[config.mk]
export PLATFORM = sky130hd
export DESIGN_NAME = uart_frame_parser
export DESIGN_NICKNAME = d
export VERILOG_FILES = /design/src/rtl/uart_pkg.sv /design/src/rtl/uart_frame_buf.sv /design/src/rtl/uart_frame_parser.sv
export SDC_FILE = /design/constraint.sdc
export NUM_CORES = 1
export LEC_CHECK = 0
export ABC_AREA = 1
export BUFFER_PORTS_ARGS = -buffer_cell sky130_fd_sc_hd__buf_2
export CORE_AREA = 2 2 161 163
export DETAILED_ROUTE_END_ITERATION = 7
export DIE_AREA = 0 0 163 165
export PLACE_DENSITY = 0.45
export SYNTH_ARGS = -nofsm -noshare
export SYNTH_HDL_FRONTEND = slang
export SYNTH_HIERARCHICAL = 1
export SYNTH_SLANG_ARGS = --single-unit
[constraint.sdc]
create_clock -name clk -period 3.6 [get_ports clk]
set_input_delay 0.54 -clock clk [delete_from_list [all_inputs] [get_ports clk]]
set_output_delay 0.54 -clock clk [all_outputs]
set_load 0.01 [all_outputs]
[src/rtl/uart_pkg.sv]
// Shared types and constants for the UART frame parser.
package uart_pkg;

  typedef enum logic [1:0] {
    HUNT,
    LEN,
    PAYLOAD,
    CSUM
  } state_e;

  localparam logic [7:0]  SYNC_BYTE_DEF = 8'hAA;
  localparam int unsigned MAX_LEN_DEF   = 16;
  localparam int unsigned CPLD_CLK_HZ   = 66_000_000;
  localparam int unsigned BAUD_BPS      = 9600;

  // Idle limit of two 10-bit characters: (clk / baud) * 20 bit times.
  localparam int unsigned TIMEOUT_CLKS_DEF = (CPLD_CLK_HZ / BAUD_BPS) * 20;

  localparam int unsigned IDLE_CNT_W = 18;

endpackage

[src/rtl/uart_frame_buf.sv]
// Payload register file: one synchronous write port, asynchronous read port.
module uart_frame_buf #(
  parameter int unsigned MAX_LEN = 16
) (
  input  logic                       clk,
  input  logic                       we,
  input  logic [$clog2(MAX_LEN)-1:0] waddr,
  input  logic [7:0]                 wdata,
  input  logic [$clog2(MAX_LEN)-1:0] raddr,
  output logic [7:0]                 rdata
);

  logic [7:0] mem_q [MAX_LEN];

  always_ff @(posedge clk) begin
    if (we) mem_q[waddr] <= wdata;
  end

  assign rdata = mem_q[raddr];

endmodule

[src/rtl/uart_frame_parser.sv]
// Extracts SYNC/LEN/PAYLOAD/CSUM frames from the UART byte stream.
// Optional inter-byte timeout is built when UART_FRAME_TIMEOUT_EN is defined.
module uart_frame_parser
  import uart_pkg::*;
#(
  parameter logic [7:0]  SYNC_BYTE    = SYNC_BYTE_DEF,
  parameter int unsigned MAX_LEN      = MAX_LEN_DEF,
  parameter int unsigned TIMEOUT_CLKS = TIMEOUT_CLKS_DEF
) (
  input  logic                         clk,
  input  logic                         rst,
  input  logic [7:0]                   data,
  input  logic                         data_valid,
  input  logic [$clog2(MAX_LEN)-1:0]   rd_addr,
  output logic [7:0]                   rd_data,
  output logic [$clog2(MAX_LEN+1)-1:0] frame_len,
  output logic                         frame_valid,
  output logic                         frame_done,
  output logic                         err_csum,
  output logic                         err_len,
  output logic                         err_timeout
);

  localparam int unsigned AW        = $clog2(MAX_LEN);
  localparam int unsigned LW        = $clog2(MAX_LEN + 1);
  localparam logic [7:0]  MAX_LEN_B = 8'(MAX_LEN);

  if (TIMEOUT_CLKS < 2 || TIMEOUT_CLKS > (2 ** IDLE_CNT_W)) begin : g_bad_timeout
    $error("TIMEOUT_CLKS does not fit the idle counter");
  end

  state_e          state_q, state_d;
  logic [LW-1:0]   len_q, len_d;
  logic [AW-1:0]   idx_q, idx_d;
  logic [7:0]      sum_q, sum_d;
  logic [LW-1:0]   frame_len_q, frame_len_d;
  logic            frame_valid_q, frame_valid_d;
  logic            frame_done_q, frame_done_d;
  logic            err_csum_q, err_csum_d;
  logic            err_len_q, err_len_d;
  logic            buf_we;
  logic            timeout_c;

`ifdef UART_FRAME_TIMEOUT_EN
  logic [IDLE_CNT_W-1:0] idle_q, idle_d;
  logic                  err_timeout_q;

  // Idle counter only runs while a frame is open; any byte restarts it.
  always_comb begin
    timeout_c = (state_q != HUNT) && !data_valid &&
                (idle_q == IDLE_CNT_W'(TIMEOUT_CLKS - 1));
    if (state_q == HUNT || data_valid || timeout_c) idle_d = '0;
    else                                            idle_d = idle_q + IDLE_CNT_W'(1);
  end

  always_ff @(posedge clk) begin
    if (rst) begin
      idle_q        <= '0;
      err_timeout_q <= 1'b0;
    end else begin
      idle_q        <= idle_d;
      err_timeout_q <= timeout_c;
    end
  end

  assign err_timeout = err_timeout_q;
`else
  assign timeout_c   = 1'b0;
  assign err_timeout = 1'b0;
`endif

  // Frame FSM: consumes one byte per data_valid; timeout only fires without a byte.
  always_comb begin
    state_d       = state_q;
    len_d         = len_q;
    idx_d         = idx_q;
    sum_d         = sum_q;
    frame_len_d   = frame_len_q;
    frame_valid_d = frame_valid_q;
    frame_done_d  = 1'b0;
    err_csum_d    = 1'b0;
    err_len_d     = 1'b0;
    buf_we        = 1'b0;
    if (timeout_c) begin
      state_d = HUNT;
    end else if (data_valid) begin
      unique case (state_q)
        HUNT: begin
          if (data == SYNC_BYTE) state_d = LEN;
        end
        LEN: begin
          if (data > MAX_LEN_B) begin
            err_len_d = 1'b1;
            state_d   = HUNT;
          end else if (data == 8'h00) begin
            len_d   = '0;
            sum_d   = 8'h00;
            state_d = CSUM;
          end else begin
            len_d   = LW'(data);
            sum_d   = data;
            idx_d   = '0;
            state_d = PAYLOAD;
          end
        end
        PAYLOAD: begin
          buf_we = 1'b1;
          sum_d  = sum_q + data;
          idx_d  = idx_q + AW'(1);
          if (idx_q == '0) frame_valid_d = 1'b0;
          if (LW'(idx_q) == len_q - LW'(1)) state_d = CSUM;
        end
        CSUM: begin
          if (data == sum_q) begin
            frame_len_d   = len_q;
            frame_valid_d = 1'b1;
            frame_done_d  = 1'b1;
          end else begin
            err_csum_d = 1'b1;
          end
          state_d = HUNT;
        end
        default: state_d = HUNT;
      endcase
    end
  end

  always_ff @(posedge clk) begin
    if (rst) begin
      state_q       <= HUNT;
      len_q         <= '0;
      idx_q         <= '0;
      sum_q         <= 8'h00;
      frame_len_q   <= '0;
      frame_valid_q <= 1'b0;
      frame_done_q  <= 1'b0;
      err_csum_q    <= 1'b0;
      err_len_q     <= 1'b0;
    end else begin
      state_q       <= state_d;
      len_q         <= len_d;
      idx_q         <= idx_d;
      sum_q         <= sum_d;
      frame_len_q   <= frame_len_d;
      frame_valid_q <= frame_valid_d;
      frame_done_q  <= frame_done_d;
      err_csum_q    <= err_csum_d;
      err_len_q     <= err_len_d;
    end
  end

  uart_frame_buf #(
    .MAX_LEN (MAX_LEN)
  ) u_buf (
    .clk   (clk),
    .we    (buf_we),
    .waddr (idx_q),
    .wdata (data),
    .raddr (rd_addr),
    .rdata (rd_data)
  );

  assign frame_len   = frame_len_q;
  assign frame_valid = frame_valid_q;
  assign frame_done  = frame_done_q;
  assign err_csum    = err_csum_q;
  assign err_len     = err_len_q;

endmodule

# Yosys cells after proc, flatten, opt, wreduce, memory -nomap -nowiden
# Memory sizes are Yosys's and may differ from the RTL's.
# Cells that the tools add are included.
word_totals:
  register_bits: 28
  mem_bits_rw: 128
  input_bits: 15
  n_memories: 1
op_classes:
  addsub: 3
  n_lt_le_gt_ge: 1
  eq_ne: 12
  muxes: 22
  n_bitwise: 4
  n_reduce_logical: 13
mem_list:
  columns: ["name", "depth", "width", "rd", "rd_clocked_by_memory_dff", "write_ports", "line", "source"]
  rows:
  - ["u_buf.mem_q", 16, 8, 1, 0, 1, "uart_frame_buf.sv:13", "logic [7:0] mem_q [MAX_LEN];"]
op_table:
  columns: ["op", "count"]
  rows:
  - ["8-bit 2-to-1 mux", 2]
  - ["8-bit case mux with 2 select lines", 1]
  - ["2-bit inequality test, second input constant", 6]
  - ["3-bit AND reduction", 4]
  - ["1-bit 2-to-1 mux", 10]
  - ["8-bit adder", 1]
  - ["8-bit equality test", 1]
  - ["8-bit equality test, second input constant", 1]
  - ["8-bit by 5-bit greater-than comparator with 1-bit output, second input constant", 1]
  - ["8-bit zero test", 1]
  - ["4-bit 2-to-1 mux", 2]
  - ["2-bit case mux with 4 select lines", 1]
  - ["4-bit case mux with 2 select lines", 1]
  - ["4-bit AND reduction", 2]
  - ["2-bit 2-to-1 mux", 3]
  - ["3-bit OR reduction", 2]
  - ["4-bit by 5-bit equality test with 1-bit output", 1]
  - ["5-bit 2-to-1 mux", 1]
  - ["5-bit by 1-bit subtractor with 5-bit output, second input constant", 1]
  - ["4-bit by 1-bit adder with 4-bit output, second input constant", 1]
  - ["2-bit equality test, second input constant", 2]
  - ["4-bit zero test", 1]
  - ["1-bit NOT", 4]
  - ["2-bit nonzero test", 2]
  - ["3 further kinds", 3]

# Depth between registers and ports, before layout
logic_depth:
  ltp_word: 5
  mapped_depth: 13
  mapped_depth_nobuf: 13

# Hierarchy
# The synthesis kept the hierarchy.
modules_own_cells:
  columns: ["module", "n_inst", "cells_per_inst", "area_each_um2", "seq_area_each_um2"]
  rows:
  - ["uart_frame_buf", 1, 543, 5606.6, 3843.7]
  - ["uart_frame_parser", 1, 277, 1876.8, 560.5]

# Worst setup path after synthesis
# OpenSTA, ideal clock, no wires.
synth_timing:
  kind: "input to register"
  start: "in data[2]"
  end: "reg frame_valid_q, in the netlist frame_valid"
  setup_ns: 0.131
  arrival_time_ns: 1.738
  t_required_ns: 3.469
  path_slack_ns: 1.731
  cell_stages: 10
  n_path_buf: 1
  path_cell_list: "ha_1 -> buf_6 -> nor2_4 -> nand2_2 -> nor3_4 -> nand2_4 -> nand2_4 -> nand2_1 -> nand2_1 -> a21oi_2"
synth_via:
  elab_chain_cells: 3
synth_rtl:
  columns: ["item", "line", "source"]
  rows:
  - ["from (decl)", "uart_frame_parser.sv:12", "input logic [7:0] data,"]
  - ["8-bit equality test", "uart_frame_parser.sv:114", "if (data == sum_q) begin"]
  - ["2-bit inequality test (no source line)", null, null]
  - ["4-bit AND reduction (no source line)", null, null]
  - ["to (signal assigned)", "uart_frame_parser.sv:145", "frame_valid_q <= frame_valid_d;"]
  - ["to (decl)", "uart_frame_parser.sv:37", "logic frame_valid_q, frame_valid_d;"]
# No other way between the ends.
# A chain may end at the register's enable or synchronous reset.

# Final worst setup path
layout_timing:
  start: "in rd_addr[0]"
  end: "out rd_data[5]"
layout_via:
  elab_chain_cells: 1
layout_rtl:
  columns: ["item", "line", "source"]
  rows:
  - ["from (decl)", "uart_frame_parser.sv:14", "input logic [$clog2(MAX_LEN)-1:0] rd_addr,"]
  - ["memory 16 x 8 bit", null, null]
  - ["to (decl)", "uart_frame_parser.sv:15", "output logic [7:0] rd_data,"]
# No other way between the ends.

==> impl_results.html <==
<table>
<tr><th>Metric</th><th>Value</th></tr>
<tr><th colspan="2">Yosys</th></tr>
<tr><td>Sequential share of the synthesized area</td><td>58.9%</td></tr>
<tr><td>EDFF count, synth</td><td>128</td></tr>
<tr><td>Total nets after synthesis</td><td>851</td></tr>
<tr><td>Async S/R FF share, synth</td><td>0%</td></tr>
<tr><td>Area fraction of the dominant cell type after synthesis</td><td>51.4%</td></tr>
<tr><td>Cell area after synthesis</td><td>0.00748 mm^2</td></tr>
<tr><td>Post-synthesis instance total</td><td>820</td></tr>
<tr><td>Total of warnings raised by yosys</td><td>6</td></tr>
<tr><td>Leading area contributor after synthesis</td><td>sky130_fd_sc_hd__edfxtp_1</td></tr>
<tr><td>Leading cell types by total area after synthesis</td><td>sky130_fd_sc_hd__edfxtp_1 51%, sky130_fd_sc_hd__nand2_1 12%, sky130_fd_sc_hd__nand3_1 8.0%</td></tr>
<tr><td>Synth Flop Type</td><td>sky130_fd_sc_hd__edfxtp_1</td></tr>
<tr><td>Number of synthesized register bits</td><td>roughly 160</td></tr>
<tr><td>Unique cell type count in the Yosys netlist</td><td>33</td></tr>
<tr><td>Syn_area_per_cell</td><td>9.13 um^2</td></tr>
<tr><th colspan="2">Critical path</th></tr>
<tr><td>End point of the critical path</td><td>rd_data[5]</td></tr>
<tr><td>Critical path origin</td><td>rd_addr[0]</td></tr>
<tr><td>Critical path class</td><td>input pin to primary output</td></tr>
<tr><td>Flop2flop setup slack</td><td>around 1.2 ns</td></tr>
<tr><td>Capture instance of the worst register-to-register path</td><td>u_buf/mem_q[4][2]</td></tr>
<tr><td>CP Data Required Time</td><td>3.06 ns</td></tr>
<tr><td>Type of destination of the critical path</td><td>primary output</td></tr>
<tr><td>Setup crit start kind</td><td>input pin</td></tr>
<tr><td>Launch instance of the worst register-to-register path</td><td>state_q[0]</td></tr>
<tr><td>Largest fanout on the critical path</td><td>64</td></tr>
<tr><td>WP data arrival</td><td>1.96 ns</td></tr>
<tr><td>Reg2Reg Depth</td><td>7</td></tr>
<tr><th colspan="2">Timing</th></tr>
<tr><td>Actual transition at the worst max-transition pin</td><td>between 0.8 and 0.9 ns</td></tr>
<tr><td>Pins over their slew limit</td><td>0</td></tr>
<tr><td>Minimum clock period after layout</td><td>2.50 ns</td></tr>
<tr><td>Unrepaired setup endpoints after global routing</td><td>no</td></tr>
<tr><td>Final-report hold violation count</td><td>0</td></tr>
<tr><td>Worst-case clock skew</td><td>0.00982 ns</td></tr>
<tr><td>Worst rel slew slack</td><td>40.9%</td></tr>
<tr><td>Final Cycle Share</td><td>69.6%</td></tr>
<tr><td>Number of setup violations in the final report</td><td>0</td></tr>
<tr><td>Achievable clock frequency</td><td>399 MHz</td></tr>
<tr><td>Setup TNS</td><td>0 ns</td></tr>
<tr><th colspan="2">Clock network</th></tr>
<tr><td>Post-CTS Setup Repair Bufs</td><td>0</td></tr>
<tr><td>Latest clock arrival within the worst-skew pair</td><td>0.43 ns</td></tr>
<tr><td>Max Buffers Root-to-Sink</td><td>2</td></tr>
<tr><td>TritonCTS clock tree</td><td>built</td></tr>
<tr><td>Clock Sinks</td><td>156</td></tr>
<tr><td>Hold buffer count at cts</td><td>0</td></tr>
<tr><td>Root Driver</td><td>sky130_fd_sc_hd__clkbuf_16</td></tr>
<tr><td>Post-cts repair resize count</td><td>0</td></tr>
<tr><td># H-tree levels</td><td>4</td></tr>
<tr><td>Clock edge transition at the registers on the reported setup and hold paths</td><td>~0.07 ns</td></tr>
<tr><td>Number of buffers created by CTS</td><td>17</td></tr>
<tr><th colspan="2">Die</th></tr>
<tr><td>Die height</td><td>165 um</td></tr>
<tr><td>Placeable Area</td><td>0.0250 mm^2</td></tr>
<tr><td>Number of top-level design ports</td><td>33</td></tr>
<tr><td>Die area</td><td>0.0269 mm^2</td></tr>
<tr><td>Num rows</td><td>58</td></tr>
<tr><td>Effective utilization at floorplan</td><td>29.9%</td></tr>
<tr><td>Chip width</td><td>roughly 160 um</td></tr>
<tr><th colspan="2">GRT</th></tr>
<tr><td>Initial antenna violation count</td><td>0</td></tr>
<tr><td>Vias in the first global route</td><td>5214</td></tr>
<tr><td>Wire length of the first global-routing pass</td><td>29800 um</td></tr>
<tr><td>Remaining Overflow, GRT</td><td>0</td></tr>
<tr><td>Pin count of the biggest net entering global routing</td><td>65</td></tr>
<tr><td>Aggregate global-route resource usage</td><td>14.8%</td></tr>
<tr><th colspan="2">Final layout</th></tr>
<tr><td>Commonest cells after routing, fill and taps aside</td><td>243 x sky130_fd_sc_hd__nand2_1, 135 x sky130_fd_sc_hd__inv_1, 128 x sky130_fd_sc_hd__edfxtp_1</td></tr>
<tr><td>Share of cells above drive strength 1</td><td>10.6%</td></tr>
<tr><td>Total non-filler cell area in the finished layout</td><td>0.00855 mm^2</td></tr>
<tr><td>Final core utilization</td><td>34.1%</td></tr>
<tr><td>Area overhead of the layout relative to synthesis</td><td>14.2%</td></tr>
<tr><td>Number of filler instances in the final layout</td><td>2614</td></tr>
<tr><td>Most frequent standard cell in the layout excluding fill and tap cells</td><td>sky130_fd_sc_hd__nand2_1</td></tr>
<tr><td>Number of nets in the layout</td><td>885</td></tr>
<tr><td>Number of antenna repair diodes</td><td>0</td></tr>
<tr><th colspan="2">Routing</th></tr>
<tr><td>Routed len/inst</td><td>15.8 um</td></tr>
<tr><td>Routed wire length</td><td>18900 um</td></tr>
<tr><td>Post-detailed-route DRC marker count</td><td>0</td></tr>
<tr><td>DRT Pass-1 Iters</td><td>5</td></tr>
<tr><td>Total number of vias</td><td>5341</td></tr>
<tr><td>DRT antenna net count</td><td>0</td></tr>
<tr><td>Via density per instance</td><td>4.46</td></tr>
<tr><td>Count of routing violations after the opening detailed-route iteration</td><td>approximately 440</td></tr>
<tr><th colspan="2">Placement</th></tr>
<tr><td>Last weighted congestion value of the routability-driven placer</td><td>0.805</td></tr>
<tr><td>IO Port Bufs</td><td>31</td></tr>
<tr><td>Placed inst area</td><td>0.00797 mm^2</td></tr>
<tr><td>Dpl hpwl</td><td>12300 um</td></tr>
<tr><th colspan="2">Worst hold path</th></tr>
<tr><td>Worst hold path class</td><td>flip-flop to flip-flop</td></tr>
<tr><th colspan="2">Job</th></tr>
<tr><td>Max-cap viol count</td><td>0</td></tr>
<tr><th colspan="2">Pwr</th></tr>
<tr><td>Power density normalized to cell area</td><td>460 mW/mm^2</td></tr>
<tr><td>Peak VDD IR</td><td>0.249 mV</td></tr>
<tr><td>Static leakage</td><td>around 3.6 nW</td></tr>
<tr><th colspan="2">Status</th></tr>
<tr><td>Status</td><td>finished clean</td></tr>
</table>
==> critical path, cell delays in order <==
cell and delay [ns]:
sky130_fd_sc_hd__buf_2 0.09, sky130_fd_sc_hd__buf_4 0.57, sky130_fd_sc_hd__nand2_1 0.11, sky130_fd_sc_hd__nand3_1 0.15, sky130_fd_sc_hd__nand3_1 0.13, sky130_fd_sc_hd__nand3_1 0.15
sky130_fd_sc_hd__nand2_1 0.06, sky130_fd_sc_hd__buf_2 0.13
==> sequential cells by signal (all words and copies together), names as in the netlist, named ones only <==
signal,flops
err_csum,1
frame_valid,1
frame_done,1
idx_q,4
frame_len,5
state_q,1
err_len,1
sum_q,8
u_buf/mem_q,128
len_q,5
==> cell type report <==
type	instances	area, um^2	share of cell area (%)
sequential	156	4400	51.5
multi-input combinational	495	2360	27.6
inverter	139	522	6.11
clock buffer	17	425	4.98
tap	330	413	4.83
timing repair buffer	45	273	3.19
clock inverter	15	151	1.77
==> routing by layer <==
| metal | global-route usage [%] | part of all wire [%] | vias to the layer above |
|---|---|---|---|
| li1 | - | - | 2720 |
| met1 | 19.6 | 49 | 2501 |
| met2 | 24.9 | 47 | 110 |
| met3 | 3.01 | 3.4 | 10 |
| met4 | 3.62 | 0.74 | 0 |
| met5 | 0 | 0 | - |
==> through the flow <==
stage | total power [mW] | setup WS [ns] | cells | hold WS, ns
after floorplan | 2.12 | 1.73 | 820 | 0.449
after global placement | 2.22 | 1.09 | 1165 | 0.449
final | 3.93 | 1.10 | 1197 | 0.461
after global routing | 4.08 | 0.939 | 1197 | 0.465
after detailed placement | 2.22 | 1.10 | 1165 | 0.454
after CTS | 3.98 | 1.09 | 1197 | 0.454
==> where the power goes <==
part	switching, mW	internal, mW	total (mW)
Clock	0.836	0.925	1.76
Sequential	0.000508	1.95	1.95
Combinational	0.163	0.0603	0.223
==> cells in the mapped netlist, types with 2 or more instances <==
library cell and instances:
sky130_fd_sc_hd__a21oi_1 24, sky130_fd_sc_hd__a21oi_2 2, sky130_fd_sc_hd__buf_1 2, sky130_fd_sc_hd__buf_2 13, sky130_fd_sc_hd__buf_4 5, sky130_fd_sc_hd__buf_6 7, sky130_fd_sc_hd__clkbuf_1 3, sky130_fd_sc_hd__dfxtp_1 28
sky130_fd_sc_hd__edfxtp_1 128, sky130_fd_sc_hd__ha_1 15, sky130_fd_sc_hd__inv_1 135, sky130_fd_sc_hd__inv_2 4, sky130_fd_sc_hd__nand2_1 243, sky130_fd_sc_hd__nand2_2 3, sky130_fd_sc_hd__nand2_4 2, sky130_fd_sc_hd__nand3_1 119
sky130_fd_sc_hd__nand3_2 2, sky130_fd_sc_hd__nand3b_1 3, sky130_fd_sc_hd__nand4_1 5, sky130_fd_sc_hd__nor2_1 40, sky130_fd_sc_hd__nor3_1 4, sky130_fd_sc_hd__o211ai_1 3, sky130_fd_sc_hd__o21ai_0 13, sky130_fd_sc_hd__o21ai_1 3
sky130_fd_sc_hd__xor2_1 6
==> how the worst min path moves through the flow <==
stage / startpoint / endpoint / slack (ns) / depth (start not counted)
after floorplan: sum_q[2] / sum_q[2] / 0.45 / 2
after global placement: frame_len[1] / frame_len[1] / 0.45 / 2
after detailed placement: frame_len[0] / frame_len[0] / 0.45 / 2
after CTS: data_valid / err_len / 0.45 / 3
after global routing: data_valid / err_len / 0.47 / 3
final: frame_len[3] / frame_len[3] / 0.46 / 2
==> cell families (layout without fill, tap and decap cells) <==
family	count (synthesis)	in the layout	share of synthesized area (%)
compound gates	47	47	3.39
simple gates	424	424	24.5
xor+xnor	7	7	0.819
other cells	1	1	0.0501
buf+inv	169	216	9.65
fa+ha+maj	16	16	2.78
flops	156	156	58.9
(Power assumes the default switching activity.)
